### config.mk
export PLATFORM = sky130hd
export DESIGN_NAME = instr_sequencer_flat
export DESIGN_NICKNAME = d
export VERILOG_FILES = /design/src/rtl/instr_sequencer_if.sv /design/src/rtl/instr_sequencer.sv /design/src/flat_wrapper.sv
export SDC_FILE = /design/constraint.sdc
export NUM_CORES = 1
export LEC_CHECK = 0
export CORE_UTILIZATION = 44
export CTS_CLUSTER_DIAMETER = 50
export CTS_CLUSTER_SIZE = 40
export DETAILED_ROUTE_END_ITERATION = 7
export GPL_ROUTABILITY_DRIVEN = 0
export PLACE_DENSITY = 0.73
export SETUP_SLACK_MARGIN = 0.1
export SLEW_MARGIN = 20
export SYNTH_ARGS = -nofsm -noshare
export SYNTH_HDL_FRONTEND = slang
export SYNTH_SLANG_ARGS = --single-unit
### constraint.sdc
create_clock -name clk -period 1.6 [get_ports clk]
set_input_delay 0.48 -clock clk [delete_from_list [all_inputs] [get_ports clk]]
set_output_delay 0.48 -clock clk [all_outputs]
set_load 0.02 [all_outputs]
### src/rtl/instr_sequencer_if.sv
// Instruction fetch and data-memory completion handshake between the
// sequencer (master) and the memory subsystem (slave).
interface instr_sequencer_if;
  logic       imem_req;
  logic [7:0] imem_addr;
  logic [7:0] imem_rdata;
  logic       imem_valid;
  logic       dmem_done;

  modport master (
    output imem_req,
    output imem_addr,
    input  imem_rdata,
    input  imem_valid,
    input  dmem_done
  );

  modport slave (
    input  imem_req,
    input  imem_addr,
    output imem_rdata,
    output imem_valid,
    output dmem_done
  );
endinterface

### src/rtl/instr_sequencer.sv
// Multi-cycle fetch/sequencing unit for the 8-bit non-pipelined processor.
// Fetches instructions over a req/valid handshake, holds them in the IR and
// walks one-hot stage enables (decode/execute/mem/writeback) that gate the
// control unit's datapath strobes. Tracks PC, retired count, halt and a
// fetch-timeout fault. Every output is a register or a decode of state.
module instr_sequencer #(
  parameter logic [7:0]  RESET_PC      = 8'h00,
  parameter int unsigned FETCH_TIMEOUT = 15,
  parameter logic [2:0]  HALT_OPCODE   = 3'b011
) (
  input  logic                     clk,
  input  logic                     reset,
  instr_sequencer_if.master        mem_if,
  input  logic                     start,
  output logic [2:0]               output_ctrl_unit_opcode,
  output logic [4:0]               ir_operands,
  output logic [7:0]               pc,
  output logic                     decode_en,
  output logic                     execute_en,
  output logic                     mem_en,
  output logic                     wb_en,
  output logic                     halted,
  output logic                     fault,
  output logic [15:0]              retired_count
);

  typedef enum logic [2:0] {
    S_IDLE,
    S_FETCH,
    S_DECODE,
    S_EXECUTE,
    S_MEM,
    S_WB,
    S_HALTED,
    S_FAULT
  } state_t;

  // Timeout count value at which one more empty FETCH cycle means FAULT.
  localparam logic [7:0] TO_LAST = 8'(FETCH_TIMEOUT - 1);

  state_t      state_q, state_d;
  logic [7:0]  pc_q, pc_d;
  logic [7:0]  ir_q, ir_d;
  logic [7:0]  to_cnt_q, to_cnt_d;
  logic [15:0] retired_q, retired_d;
  logic        retire;

  // Opcodes 110 (load) and 111 (store) go through MEM; bit 5 picks store.
  logic is_mem_op;
  logic is_store;
  assign is_mem_op = (ir_q[7:6] == 2'b11);
  assign is_store  = ir_q[5];

  // State and architectural registers; reset abandons any in-flight instruction.
  // NOTE: sequential state uses non-blocking assignments so every register
  // samples the pre-edge values regardless of statement order.
  always_ff @(posedge clk or posedge reset) begin
    if (reset) begin
      state_q   <= S_IDLE;
      pc_q      <= RESET_PC;
      ir_q      <= 8'h00;
      to_cnt_q  <= 8'h00;
      retired_q <= 16'h0000;
    end else begin
      state_q   <= state_d;
      pc_q      <= pc_d;
      ir_q      <= ir_d;
      to_cnt_q  <= to_cnt_d;
      retired_q <= retired_d;
    end
  end

  // Next-state and register updates for the fetch/decode/execute/mem/wb walk.
  // NOTE: every variable gets a default before the case so no path leaves
  // one unassigned, which would otherwise infer a latch.
  always_comb begin
    state_d  = state_q;
    pc_d     = pc_q;
    ir_d     = ir_q;
    to_cnt_d = to_cnt_q;
    retire   = 1'b0;
    unique case (state_q)
      S_IDLE: begin
        if (start) state_d = S_FETCH;
      end
      S_FETCH: begin
        if (mem_if.imem_valid) begin
          // A valid word on the final allowed cycle still wins over the fault.
          ir_d     = mem_if.imem_rdata;
          pc_d     = pc_q + 8'd1;
          to_cnt_d = 8'h00;
          state_d  = S_DECODE;
        end else begin
          to_cnt_d = to_cnt_q + 8'd1;
          if (to_cnt_q == TO_LAST) state_d = S_FAULT;
        end
      end
      S_DECODE: begin
        if (ir_q[7:5] == HALT_OPCODE) begin
          state_d = S_HALTED;
          retire  = 1'b1;
        end else begin
          state_d = S_EXECUTE;
        end
      end
      S_EXECUTE: begin
        state_d = is_mem_op ? S_MEM : S_WB;
      end
      S_MEM: begin
        if (mem_if.dmem_done) begin
          if (is_store) begin
            // Stores have nothing to write back; they retire here.
            state_d = S_FETCH;
            retire  = 1'b1;
          end else begin
            state_d = S_WB;
          end
        end
      end
      S_WB: begin
        state_d = S_FETCH;
        retire  = 1'b1;
      end
      default: begin
        // HALTED and FAULT are terminal until reset.
        state_d = state_q;
      end
    endcase
  end

  // Saturating retired-instruction counter.
  always_comb begin
    retired_d = retired_q;
    if (retire && (retired_q != 16'hFFFF)) retired_d = retired_q + 16'd1;
  end

  // Moore outputs: decoded from state so they drop as soon as reset hits.
  assign mem_if.imem_req  = (state_q == S_FETCH);
  assign mem_if.imem_addr = pc_q;

  assign decode_en  = (state_q == S_DECODE);
  assign execute_en = (state_q == S_EXECUTE);
  assign mem_en     = (state_q == S_MEM);
  assign wb_en      = (state_q == S_WB);
  assign halted     = (state_q == S_HALTED);
  assign fault      = (state_q == S_FAULT);

  assign output_ctrl_unit_opcode = ir_q[7:5];
  assign ir_operands             = ir_q[4:0];
  assign pc                      = pc_q;
  assign retired_count           = retired_q;

endmodule

### src/flat_wrapper.sv
// flat-port wrapper written by rule: the top's interface ports become plain ports
module instr_sequencer_flat 
#(
  parameter logic [7:0]  RESET_PC      = 8'h00,
  parameter int unsigned FETCH_TIMEOUT = 15,
  parameter logic [2:0]  HALT_OPCODE   = 3'b011
)
  (clk, reset, start, output_ctrl_unit_opcode, ir_operands, pc, decode_en, execute_en, mem_en, wb_en, halted, fault, retired_count, mem_if_imem_req, mem_if_imem_addr, mem_if_imem_rdata, mem_if_imem_valid, mem_if_dmem_done);
  instr_sequencer_if mem_if_i ();
  input  logic clk;
  input  logic reset;
  input  logic start;
  output logic [2:0] output_ctrl_unit_opcode;
  output logic [4:0] ir_operands;
  output logic [7:0] pc;
  output logic decode_en;
  output logic execute_en;
  output logic mem_en;
  output logic wb_en;
  output logic halted;
  output logic fault;
  output logic [15:0] retired_count;
  output wire logic [$bits(mem_if_i.imem_req)-1:0] mem_if_imem_req;
  output wire logic [$bits(mem_if_i.imem_addr)-1:0] mem_if_imem_addr;
  input wire logic [$bits(mem_if_i.imem_rdata)-1:0] mem_if_imem_rdata;
  input wire logic [$bits(mem_if_i.imem_valid)-1:0] mem_if_imem_valid;
  input wire logic [$bits(mem_if_i.dmem_done)-1:0] mem_if_dmem_done;
  assign mem_if_imem_req = mem_if_i.imem_req;
  assign mem_if_imem_addr = mem_if_i.imem_addr;
  assign mem_if_i.imem_rdata = mem_if_imem_rdata;
  assign mem_if_i.imem_valid = mem_if_imem_valid;
  assign mem_if_i.dmem_done = mem_if_dmem_done;
  instr_sequencer #(.RESET_PC(RESET_PC), .FETCH_TIMEOUT(FETCH_TIMEOUT), .HALT_OPCODE(HALT_OPCODE)) u_core (.clk(clk), .reset(reset), .mem_if(mem_if_i), .start(start), .output_ctrl_unit_opcode(output_ctrl_unit_opcode), .ir_operands(ir_operands), .pc(pc), .decode_en(decode_en), .execute_en(execute_en), .mem_en(mem_en), .wb_en(wb_en), .halted(halted), .fault(fault), .retired_count(retired_count));
endmodule
==> results.toml <==
[floorplanning]
ios = 60
core-area_um2 = 4880
die_x_um = 74.3
start_util_pct = 47.1
dieArea_um2 = 5510
rows = 25
die_h_um = 74.3

[timing]
rsz0062_at_grt = "yes"
tightest_slew_ns = 0.388
hold_viol = 0
post-route-period-util_pct = 111
drv_slew = 0
setup_viol = 27
hold-worst-slack_ns = 0.493
finalClockSkew_ns = 0.00692
final.min_clock_period_ns = 1.77
setup_ws_ns = -0.170
fmax_mhz = 565
slew_headroom_pct = 74.1

[grt]
grt_pass1_vias = 1994
grt_pass1_wl_mm = 9.61
gr-total-overflow = 0
antenna_found_initial = 0
grt_start_max_net_pins = 44
grt_use_total_pct = 23.7

[route]
routed_via_density = 5.40
ant_nets = 0
totalWireLength_mm = 6.24
drtIter0Drc = 105
dr.pass1.iters = 4
wire_per_inst_um = 16.5
num_vias = 2047
drc_errors = 0

[clock_tree]
cts_tree = "yes"
cts_buffers = 5
ctsLongestPathBuffers = 2
hold_buffers = 0
htreeDepth = 2
cts_root_buf = "clkbuf_8"
insertion_delay_ns = 0.30
path_clk_slew_ns = 0.08
cts_sinks = 43

[synthesis]
synth_area_per_cell_um2 = 11.1
yosysTopAreaCell = "dfrtp_1"
yosysWarnings = 0
synth-async-reset-ratio_pct = 100
synth_top_area_share_pct = 46.8
synth_cells = 207
seq_area_frac_synth_pct = 46.8
netlist_area_um2 = 2300
syn_nets = 224
synth_cell_types = 42
synth_seq_cells = 43
synth-edff-count = 0
synthTopCellsByArea = "dfrtp_1, xor2_1, mux2_2"
synthFlopType = "dfrtp_1"

[hold_path]
hold_path_class = "register to register"
worstHoldStart = "u_core.mem_if.imem_addr[7]"
hold_depth = 1
min_to = "u_core.mem_if.imem_addr[7]"

[worst_setup_path]
r2r_cells = 6
r2r_end = "u_core.retired_count[12]"
path_max_fanout = 10
r2r-start = "u_core.state_q[0]"
worst-setup-path-type = "register to register"
max_stage_delay_ns = 0.40
cp_common_cell = "buf_6"
cp.arrival_ns = 1.96
crit_path_start_kind = "register"
crit_chain = "buf_6 > buf_6 > a21oi_2 > o32a_4 > nand4b_1 > mux2_4"
crit_required_ns = 1.79
cp-end-kind = "register"
rrSetupSlack_ns = -0.17
crit_slowest_cell = "dfrtp_1"

[run_status]
status = "complete, but fails checks"
violations = "negative setup slack"

[place]
port_buffers = 59
placed_cells = 358
dp_hpwl_mm = 3.87

[job]
cap_violations = 0

[final_layout]
antenna_cells = 0
drive_above_1_share_pct = 52.2
final_cell_count_no_fill = 379
final_common_cell = "buf_4"
layout_common_cells = "buf_4, dfrtp_1, buf_6"
layout.nets = 328
area_growth_pct = 60.3

[power_and_ir_drop]
power_density_nw_per_um2 = 505
leakagePower_nw = 1.55
vdd_ir_drop_max_mv = 0.332
==> metrics by stage <==
step	power (mW)	TNS, ns	utilization (%)	worst slack [ns]	cell area (µm²)
after floorplan	1.12	-0.878	-	-0.106	2340
after global placement	1.17	-14.09	66.6	-0.449	3250
after detailed placement	1.17	-14.87	66.6	-0.532	3250
after CTS	1.88	-2.80	74.0	-0.185	3610
after global routing	1.92	-4.71	75.5	-0.235	3680
final	1.86	-2.67	75.5	-0.170	3680
==> metal layers <==
metal,vias up,part of all wire (%),track usage (%)
met1,1012,40,28.9
met4,0,3.5,11.3
met2,68,52,39.5
met3,20,4.9,5.56
li1,947,-,-
met5,-,0,0
==> cells in the mapped netlist (3+ instances only) <==
master / number
and4_1: 3
ha_1: 4
nand2b_1: 3
inv_1: 5
and3_1: 3
nor2_1: 11
nand3_1: 11
nand2_1: 14
a21oi_1: 7
xor2_1: 16
a211oi_1: 7
dfrtp_1: 43
nor3_1: 3
buf_2: 7
mux2_2: 11
nand4_1: 7
o21ai_0: 6
buf_4: 8
xnor2_1: 9
==> sequential cells by signal, summed over array words and instances, names as in the netlist <==
register,flops
u_core.to_cnt_q,8
u_core.state_q,3
u_core.mem_if.imem_addr,8
u_core.retired_count,16
u_core.ir_q,8
==> report_power, final <==
part | switching, mW | internal [mW]
sequential | 0 | 1.09
clock | 0.366 | 0.348
combinational | 0.0290 | 0.0324
==> timing repair <==
action,4_1_cts,5_1_grt
pin swaps,19,16
setup buffers,6,8
gates cloned,1,0
setup endpoints to repair,85,83
gates resized for setup,182,64
==> worst max-delay path: cells and delay by family, from the launching register on <==
kind | cells | cell delay (ns)
muxes | 1 | 0.31
DFF | 1 | 0.40
AOI/OAI and AO/OA | 2 | 0.52
buffers and inverters | 2 | 0.28
and+or+nand+nor | 1 | 0.15
==> cell families after synthesis <==
family,after synthesis,synth area share [%]
AOI/OAI and AO/OA,30,10.6
xor gates and xnor gates,25,9.53
adders and majority gates,4,2.18
buffers and inverters,23,6.10
DFF,43,46.8
muxes,11,5.39
and+or+nand+nor,71,19.3
==> worst max-delay path by stage <==
stage | start | end | cells after the start
after detailed placement | mem_if_dmem_done | u_core.retired_count[7] | 6
after CTS | u_core.state_q[1] | u_core.retired_count[12] | 6
after floorplan | u_core.ir_q[7] | u_core.retired_count[10] | 5
after global routing | u_core.state_q[1] | u_core.retired_count[15] | 7
after global placement | mem_if_dmem_done | u_core.retired_count[12] | 5
final | u_core.state_q[0] | u_core.retired_count[12] | 6
==> layout make-up <==
type                       instances  area (µm²)
multi-input combinational        142        1410
fill                             346        1200
sequential                        43        1080
inverter                           5        21.3
clock inverter                     1        5.00
timing repair buffer             114         992
tap                               67        83.8
clock buffer                       7        86.3
No activity file was read; power rests on OpenSTA's default activity.
